## src/rtl/lfsr_pkg.sv

```systemverilog
// lfsr_pkg: shared definitions for the LFSR generator.
//   - lfsr_mode_e  : feedback structure (Fibonacci / Galois)
//   - DEF_TAPS_<n> : primitive feedback masks, bit i = x^(i+1) term
//   - lfsr_step    : one LFSR step on a zero-extended 32-bit state
package lfsr_pkg;

  typedef enum logic {
    MODE_FIB = 1'b0,
    MODE_GAL = 1'b1
  } lfsr_mode_e;

  localparam int unsigned MAX_WIDTH = 32;

  localparam logic [3:0]  DEF_TAPS_4  = 4'hC;
  localparam logic [4:0]  DEF_TAPS_5  = 5'h14;
  localparam logic [5:0]  DEF_TAPS_6  = 6'h30;
  localparam logic [6:0]  DEF_TAPS_7  = 7'h60;
  localparam logic [7:0]  DEF_TAPS_8  = 8'hB8;
  localparam logic [8:0]  DEF_TAPS_9  = 9'h110;
  localparam logic [9:0]  DEF_TAPS_10 = 10'h240;
  localparam logic [10:0] DEF_TAPS_11 = 11'h500;
  localparam logic [11:0] DEF_TAPS_12 = 12'h829;
  localparam logic [12:0] DEF_TAPS_13 = 13'h100D;
  localparam logic [13:0] DEF_TAPS_14 = 14'h2015;
  localparam logic [14:0] DEF_TAPS_15 = 15'h6000;
  localparam logic [15:0] DEF_TAPS_16 = 16'hD008;
  localparam logic [16:0] DEF_TAPS_17 = 17'h12000;
  localparam logic [17:0] DEF_TAPS_18 = 18'h20400;
  localparam logic [18:0] DEF_TAPS_19 = 19'h40023;
  localparam logic [19:0] DEF_TAPS_20 = 20'h90000;
  localparam logic [20:0] DEF_TAPS_21 = 21'h140000;
  localparam logic [21:0] DEF_TAPS_22 = 22'h300000;
  localparam logic [22:0] DEF_TAPS_23 = 23'h420000;
  localparam logic [23:0] DEF_TAPS_24 = 24'hE10000;
  localparam logic [24:0] DEF_TAPS_25 = 25'h1200000;
  localparam logic [25:0] DEF_TAPS_26 = 26'h2000023;
  localparam logic [26:0] DEF_TAPS_27 = 27'h4000013;
  localparam logic [27:0] DEF_TAPS_28 = 28'h9000000;
  localparam logic [28:0] DEF_TAPS_29 = 29'h14000000;
  localparam logic [29:0] DEF_TAPS_30 = 30'h20000029;
  localparam logic [30:0] DEF_TAPS_31 = 31'h48000000;
  localparam logic [31:0] DEF_TAPS_32 = 32'h80200003;

  // State and taps are zero-extended to MAX_WIDTH; the Fibonacci shift-in
  // is masked back to 'width' bits, the Galois right shift never grows.
  function automatic logic [31:0] lfsr_step(input logic [31:0] s,
                                            input logic [31:0] taps,
                                            input int unsigned width,
                                            input lfsr_mode_e  mode);
    logic [31:0] mask;
    mask = (width >= MAX_WIDTH) ? '1 : ((32'd1 << width) - 32'd1);
    if (mode == MODE_FIB) begin
      lfsr_step = ((s << 1) | {31'd0, ^(s & taps)}) & mask;
    end else begin
      lfsr_step = (s >> 1) ^ (s[0] ? taps : '0);
    end
  endfunction

endpackage

```

## src/rtl/lfsr_step_chain.sv

```systemverilog
// lfsr_step_chain: combinational chain of SPC LFSR steps.
//   state_i : current state        mode_i  : feedback structure
//   seed_i  : stored seed          next_o  : state after SPC steps
//   match_o : bit k-1 set when intermediate state k equals seed_i
module lfsr_step_chain
  import lfsr_pkg::*;
#(
  parameter int unsigned      WIDTH = 10,
  parameter logic [WIDTH-1:0] TAPS  = 10'h240,
  parameter int unsigned      SPC   = 1
) (
  input  logic [WIDTH-1:0] state_i,
  input  lfsr_mode_e       mode_i,
  input  logic [WIDTH-1:0] seed_i,
  output logic [WIDTH-1:0] next_o,
  output logic [SPC-1:0]   match_o
);

  logic [WIDTH-1:0] stage [SPC+1];
  logic [31:0]      step_w;

  always_comb begin
    step_w   = '0;
    match_o  = '0;
    stage[0] = state_i;
    for (int unsigned k = 1; k <= SPC; k++) begin
      step_w       = lfsr_step(32'(stage[k-1]), 32'(TAPS), WIDTH, mode_i);
      stage[k]     = step_w[WIDTH-1:0];
      match_o[k-1] = (stage[k] == seed_i);
    end
    next_o = stage[SPC];
  end

endmodule

```

## src/rtl/lfsr_gen.sv

```systemverilog
// lfsr_gen: parametrised LFSR pseudo-random generator.
//   clk, rst_n : rising-edge clock, asynchronous active-low reset
//   load       : capture seed/mode (zero seed replaced by 1)
//   seed, mode : seed value and feedback structure, sampled on load
//   en         : advance SPC steps this cycle (load has priority)
//   state      : registered LFSR state
//   bit_out    : MSB (Fibonacci) or LSB (Galois) of state
//   wrap       : pulse when the sequence returns to the stored seed
//   cycles     : enabled cycles since last load/wrap
//   seed_fix   : pulse when a zero seed was replaced
module lfsr_gen
  import lfsr_pkg::*;
#(
  parameter int unsigned      WIDTH = 10,
  parameter logic [WIDTH-1:0] TAPS  = 10'h240,
  parameter int unsigned      SPC   = 1
) (
  input  logic             clk,
  input  logic             rst_n,
  input  logic             load,
  input  logic [WIDTH-1:0] seed,
  input  logic             mode,
  input  logic             en,
  output logic [WIDTH-1:0] state,
  output logic             bit_out,
  output logic             wrap,
  output logic [WIDTH-1:0] cycles,
  output logic             seed_fix
);

  localparam logic [WIDTH-1:0] ONE = {{(WIDTH-1){1'b0}}, 1'b1};

  logic [WIDTH-1:0] state_q,  state_d;
  logic [WIDTH-1:0] seed_q,   seed_d;
  lfsr_mode_e       mode_q,   mode_d;
  logic [WIDTH-1:0] cycles_q, cycles_d;
  logic             wrap_q,   wrap_d;
  logic             seed_fix_q, seed_fix_d;

  logic [WIDTH-1:0] chain_next;
  logic [SPC-1:0]   chain_match;

  lfsr_step_chain #(
    .WIDTH(WIDTH),
    .TAPS (TAPS),
    .SPC  (SPC)
  ) u_chain (
    .state_i(state_q),
    .mode_i (mode_q),
    .seed_i (seed_q),
    .next_o (chain_next),
    .match_o(chain_match)
  );

  always_comb begin
    state_d    = state_q;
    seed_d     = seed_q;
    mode_d     = mode_q;
    cycles_d   = cycles_q;
    wrap_d     = 1'b0;
    seed_fix_d = 1'b0;
    if (load) begin
      if (seed == '0) begin
        state_d    = ONE;
        seed_d     = ONE;
        seed_fix_d = 1'b1;
      end else begin
        state_d = seed;
        seed_d  = seed;
      end
      mode_d   = lfsr_mode_e'(mode);
      cycles_d = '0;
    end else if (en) begin
      if (state_q == '0) begin
        // Lock-up escape: all-zero state would otherwise stick forever.
        state_d  = ONE;
        cycles_d = cycles_q + ONE;
      end else begin
        state_d  = chain_next;
        wrap_d   = |chain_match;
        cycles_d = (|chain_match) ? '0 : cycles_q + ONE;
      end
    end
  end

  always_ff @(posedge clk or negedge rst_n) begin
    if (!rst_n) begin
      state_q    <= ONE;
      seed_q     <= ONE;
      mode_q     <= MODE_FIB;
      cycles_q   <= '0;
      wrap_q     <= 1'b0;
      seed_fix_q <= 1'b0;
    end else begin
      state_q    <= state_d;
      seed_q     <= seed_d;
      mode_q     <= mode_d;
      cycles_q   <= cycles_d;
      wrap_q     <= wrap_d;
      seed_fix_q <= seed_fix_d;
    end
  end

  assign state    = state_q;
  assign cycles   = cycles_q;
  assign wrap     = wrap_q;
  assign seed_fix = seed_fix_q;
  assign bit_out  = (mode_q == MODE_FIB) ? state_q[WIDTH-1] : state_q[0];

endmodule
```

## config.mk

```make
export PLATFORM = sky130hd
export DESIGN_NAME = lfsr_gen
export DESIGN_NICKNAME = d
export VERILOG_FILES = /design/src/rtl/lfsr_pkg.sv /design/src/rtl/lfsr_step_chain.sv /design/src/rtl/lfsr_gen.sv
export SDC_FILE = /design/constraint.sdc
export NUM_CORES = 1
export LEC_CHECK = 0
export CAP_MARGIN = 20
export CORE_AREA = 2 2 59 72
export DETAILED_ROUTE_END_ITERATION = 10
export DIE_AREA = 0 0 61 74
export GPL_ROUTABILITY_DRIVEN = 0
export HOLD_SLACK_MARGIN = 0.15
export MAX_ROUTING_LAYER = met4
export PLACE_DENSITY = 0.77
export SLEW_MARGIN = 10
export SYNTH_ARGS = -nofsm -noshare
export SYNTH_HDL_FRONTEND = slang
export SYNTH_SLANG_ARGS = --single-unit
```

## constraint.sdc

```tcl
create_clock -name clk -period 2.44 [get_ports clk]
set_input_delay 0.244 -clock clk [delete_from_list [all_inputs] [get_ports clk]]
set_output_delay 0.244 -clock clk [all_outputs]
set_load 0.005 [all_outputs]
```

==> flow_summary.toml, run 1 <==
[detailed_routing]
drcViolationCount = 0
vias = 1673
routedWlPerCell_um = 13.9
ant_nets = 0
drt_pass1_iterations = 4
totalWireLength_um = 4270
drt-initial-drc-count = 92
vias_per_cell = 5.43

[setup_path]
crit_path_start_kind = "flip-flop"
worstSetupEndpointType = "flip-flop"
critical_path_required_ps = 2640
critPathMaxFanout = 13
critPathKind = "reg -> reg"
critPathArrivalTime_ps = 2380
worstRegToRegCells = 7

[die]
die_w_um = 61
num_rows = 25
pin_count = 38
die_h_um = 74
coreArea_mm2 = 0.00385
initial_core_util = 0.489
die_area_mm2 = 0.00451

[global_routing]
grt_pass1_vias = 1538
grt-ovfl-total = 0
grt_max_degree = 46
antenna_found_initial = 0
grt_pass1_wl_um = 7160
grt_use_total = 0.220

[synth]
synth-seq-area-share = 0.440
synth_seq_cells = 33
synth_cell_types = 34
syn_avg_cell_area_um2 = 8.59
syn-cell-area_mm2 = 0.00188
ys.warnings.count = 0
synthCells = 219
syn_nets = 235

[power_and_ir_drop]
p_clk_frac = 0.329
p_seq_frac = 0.473
pwr-share-comb = 0.198
ir_drop_mv = 0.323
power_leakage_nw = 0.999
intPower_w = 0.000989
powerDensity_mw_per_mm2 = 575
switchingPower_w = 0.000389
design_power_total_w = 0.00138
swShare = 0.282

[status]
outcome = "complete, no violations"

[cts]
clock_path_buffers = 2
cts_tree = "yes"
numCtsBuffers = 5
cts_hold_buf = 0
cts_root_buf = "clkbuf_8"
clk_latency_ps = 290
cts.sinks = 33
cts_setup_buffers = 0
clk_pin_slew_ps = 70
cts_resized = 0
htreeDepth = 2

[cells_and_area]
layout_commonest_cell = "clkdlybuf4s50_1"
drive_above_1_share = 0.0709
finalInstanceArea_mm2 = 0.00240
layout_common_cells = "clkdlybuf4s50_1 (37), o21ai_0 (35), dfrtp_1 (31)"
num_antenna_cells = 0
area_growth_syn_to_layout_pct = 27.3
nets = 269
n_fill_cell = 325

[sta]
setup_ws_ps = 257
max_freq_mhz = 458
slew_headroom = 0.716
maxSlewViolCount = 0
tns_ps = 0
min_period_over_period = 0.895
skew_ps = 4.54
setup_viol = 0
period_needed_ps = 2180
rsz0062_at_grt = "no"
finalHoldWorstSlack_ps = 353
max_slew.worst_pin.slew_ps = 426
hold_viol_final = 0

[placed_design]
port_buffers = 37
dpl_cell_area_mm2 = 0.00229
dpl.hpwl_um = 3040
pre_cts_slack_ps = 279

[min_path]
hold_class = "in -> async"

[job]
cap_violations = 0
## worst max-delay path, cell delays in order, from the launching register on
cell and delay [ps]:
dfrtp_1 490, buf_4 250, nor2b_1 140, a211o_1 270
o2111ai_1 90, or4_4 210, or4b_1 450, a31oi_1 190
## per-stage QoR
step                      utilization  instances
after floorplan                     -        219
after global placement          0.596        300
after detailed placement        0.596        300
after CTS                       0.623        308
after global routing            0.623        308
final                           0.623        308
## sequential cells by signal, indices dropped and copies added (netlist names)
signal,flops
cycles,10
seed_q,10
wrap,1
seed_fix,1
mode_q,1
state,10
## power groups by stage
stage               clock (W)  combinational [W]  sequential (W)
floorplan                   0           0.000175        0.000635
global placement            0           0.000270        0.000660
global route         0.000489           0.000309        0.000659
CTS                  0.000464           0.000276        0.000651
finish               0.000453           0.000273        0.000652
detailed placement          0           0.000275        0.000661
## final timing paths
check / startpoint / end / slack (ps)
hold / removal: rst_n / cycles[2]$_DFFE_PN0P_ / 350
min in group clk: seed_q[0]$_DFFE_PN1P_ / seed_q[0]$_DFFE_PN1P_ / 510
hold reg to reg: seed_q[0]$_DFFE_PN1P_ / seed_q[0]$_DFFE_PN1P_ / 510
setup / recovery: mode_q$_DFFE_PN0P_ / cycles[9]$_DFFE_PN0P_ / 260
max in group asynchronous: rst_n / state[0]$_DFFE_PN1P_ / 1740
setup reg to reg: mode_q$_DFFE_PN0P_ / cycles[9]$_DFFE_PN0P_ / 260
## layer usage
layer	wire [um]	GRT usage
met4	76	0.0773
met1	1860	0.272
met2	2170	0.351
met3	169	0.0522
met5	0	-
## cell usage after synthesis
cell	n	area, um2
a211o_1	1	8.76
a211oi_1	2	15.0
a21oi_1	11	55.1
a22oi_1	1	7.51
a31oi_1	3	18.8
and2_1	5	31.3
and3_1	1	6.26
buf_1	1	3.75
buf_2	4	20.0
clkbuf_1	9	33.8
clkbuf_2	1	5.00
dfrtp_1	31	776
dfstp_2	2	52.6
ha_1	1	12.5
inv_1	13	48.8
mux2_2	1	11.3
mux2i_1	10	100
nand2_1	30	113
nand3_1	8	40.0
nand3b_1	1	7.51
nor2_1	6	22.5
nor2b_1	2	12.5
nor3_1	7	35.0
nor4_1	6	37.5
o2111ai_1	2	17.5
o211ai_1	1	7.51
o21a_1	1	7.51
o21ai_0	35	175
or2_2	1	6.26
or4_1	2	15.0
or4_4	1	11.3
or4b_1	1	10.0
xnor2_1	7	61.3
xor2_1	11	96.3
## kinds of logic after synthesis
group | synth area share
AO/OA/AOI/OAI | 0.166
XOR/XNOR | 0.0838
adder cells (fa/ha/maj) | 0.00665
buffers and inverters | 0.0592
flip-flops | 0.440
multiplexers | 0.0592
AND/OR/NAND/NOR | 0.185
## layout make-up
type / instances / area [um2] / area share
timing repair buffer: 42 / 408 / 0.170
clock inverter: 1 / 5.00 / 0.00209
sequential: 33 / 828 / 0.346
inverter: 13 / 48.8 / 0.0204
multi-input combinational: 158 / 942 / 0.393
tap: 54 / 67.6 / 0.0282
clock buffer: 7 / 96.3 / 0.0402
No activity file was read; power rests on OpenSTA's default activity.
==> inputs of run 2 (changes only) <==
- CAP_MARGIN: 20 -> default
- clock period: 2.44 -> 2.3 ns (I/O delays scaled with it)
==> flow_summary.toml, run 2 (same netlist as run 1, synthesis figures left out) <==
[status]
outcome = "complete, no violations"

[placed_design]
dpl.hpwl_um = 3110
port_buffers = 37
dp_cells = 303

[setup_path]
r2r_end = "cycles[9]$_DFFE_PN0P_"
r2r_setup_slack_ps = 190
worstSetupEndpointType = "output pin"
cp-endpoint = "bit_out"
critPathKind = "reg -> out"
critPathMaxFanout = 12
worst_path_max_delay_cell = "dfrtp_1"
slowest_delay_ps = 540
crit_start = "mode_q$_DFFE_PN0P_"
worstRegToRegCells = 6
critical_path_required_ps = 2070
crit_path_start_kind = "flip-flop"
r2r-start = "mode_q$_DFFE_PN0P_"
critPathArrivalTime_ps = 1910
crit_chain = "buf_4 -> mux2_2 -> clkdlybuf4s50_1"

[sta]
finalHoldWorstSlack_ps = 334
tns_ps = 0
min_period_over_period = 0.929
rsz0062_at_grt = "no"
setup_viol = 0
skew_ps = 10.3
hold_viol_final = 0
slew_headroom = 0.714
max_freq_mhz = 468
period_needed_ps = 2140
maxSlewViolCount = 0
max_slew.worst_pin.slew_ps = 429

[detailed_routing]
totalWireLength_um = 4340
drt-initial-drc-count = 100
vias = 1654
ant_nets = 0
routedWlPerCell_um = 14.0
drcViolationCount = 0
drt_pass1_iterations = 4
vias_per_cell = 5.32

[die]
die_h_um = 74
die_w_um = 61
pin_count = 38
initial_core_util = 0.489
die_area_mm2 = 0.00451
coreArea_mm2 = 0.00385
num_rows = 25

[power_and_ir_drop]
intPower_w = 0.00114
power_leakage_nw = 1.02
ir_drop_mv = 0.451
pwr-share-comb = 0.195
switchingPower_w = 0.000423
p_seq_frac = 0.440
powerDensity_mw_per_mm2 = 642
swShare = 0.271
p_clk_frac = 0.365

[cells_and_area]
num_antenna_cells = 0
fin_cells = 311
nets = 272
area_growth_syn_to_layout_pct = 29.3
layout_commonest_cell = "clkdlybuf4s50_1"
layout_common_cells = "clkdlybuf4s50_1 (37), o21ai_0 (35), dfrtp_1 (31)"
drive_above_1_share = 0.0778

[cts]
cts_resized = 0
numCtsBuffers = 5
htreeDepth = 2
clock_path_buffers = 2
clk_pin_slew_ps = 70
cts_root_buf = "clkbuf_8"
clk_latency_ps = 300
cts_setup_buffers = 0
cts_hold_buf = 0
cts.sinks = 33
cts_tree = "yes"

[global_routing]
antenna_found_initial = 0
grt-ovfl-total = 0
grt_max_degree = 46
grt_use_total = 0.231
grt_pass1_vias = 1601
grt_pass1_wl_um = 7390

[job]
cap_violations = 0

[min_path]
hold_class = "in -> async"
## run 2: changes by cell type in the layout (fill, tap and decap cells not counted), sizes merged
cell	before	now
bufinv	0	1
buf	5	8
clkinv	1	0
## run 2: layout make-up
class                      count  area [um2]
sequential                    33         828
timing repair buffer          45         430
clock inverter                 1        30.0
clock buffer                   7        86.3
fill                         367        1410
inverter                      13        48.8
tap                           54        67.6
multi-input combinational    158         942
## run 2: worst min-delay path by stage
stage	start	endpoint	slack, ps	cells after the start
floorplan	rst_n	cycles[0]$_DFFE_PN0P_	-70	0
global route	rst_n	cycles[1]$_DFFE_PN0P_	380	2
detailed placement	seed_q[0]$_DFFE_PN1P_	seed_q[0]$_DFFE_PN1P_	480	2
global placement	seed_q[0]$_DFFE_PN1P_	seed_q[0]$_DFFE_PN1P_	480	2
CTS	rst_n	cycles[1]$_DFFE_PN0P_	350	2
finish	rst_n	cycles[1]$_DFFE_PN0P_	330	2
## run 2: layer usage
layer | wire length, um | track usage
met1 | 1940 | 0.290
met2 | 2100 | 0.343
met3 | 201 | 0.0643
met4 | 99 | 0.109
met5 | 0 | -
## run 2: power by group through the flow
| stage | sequential [W] | combinational [W] | clock, W |
|---|---|---|---|
| 2_1_floorplan | 0.000674 | 0.000185 | 0 |
| 3_3_place_gp | 0.000697 | 0.000301 | 0 |
| 3_5_place_dp | 0.000698 | 0.000305 | 0 |
| 4_1_cts | 0.000686 | 0.000308 | 0.000582 |
| 5_1_grt | 0.000694 | 0.000342 | 0.000613 |
| 6_report | 0.000687 | 0.000305 | 0.000570 |
## run 2: metrics by stage
step	power (W)	cell area [um2]	setup WS (ps)	utilization
3_5_place_dp	0.00100	2320	189	0.602
2_1_floorplan	0.000859	1880	216	-
3_3_place_gp	0.000998	2320	254	0.602
4_1_cts	0.00158	2430	153	0.633
5_1_grt	0.00165	2430	50.5	0.633
6_report	0.00156	2430	163	0.633
## run 2: worst max-delay path: cells and delay by family, from the launching register on
kind,cells,cell delay [ps]
multiplexers,1,360
flip-flops,1,540
buffers and inverters,2,710
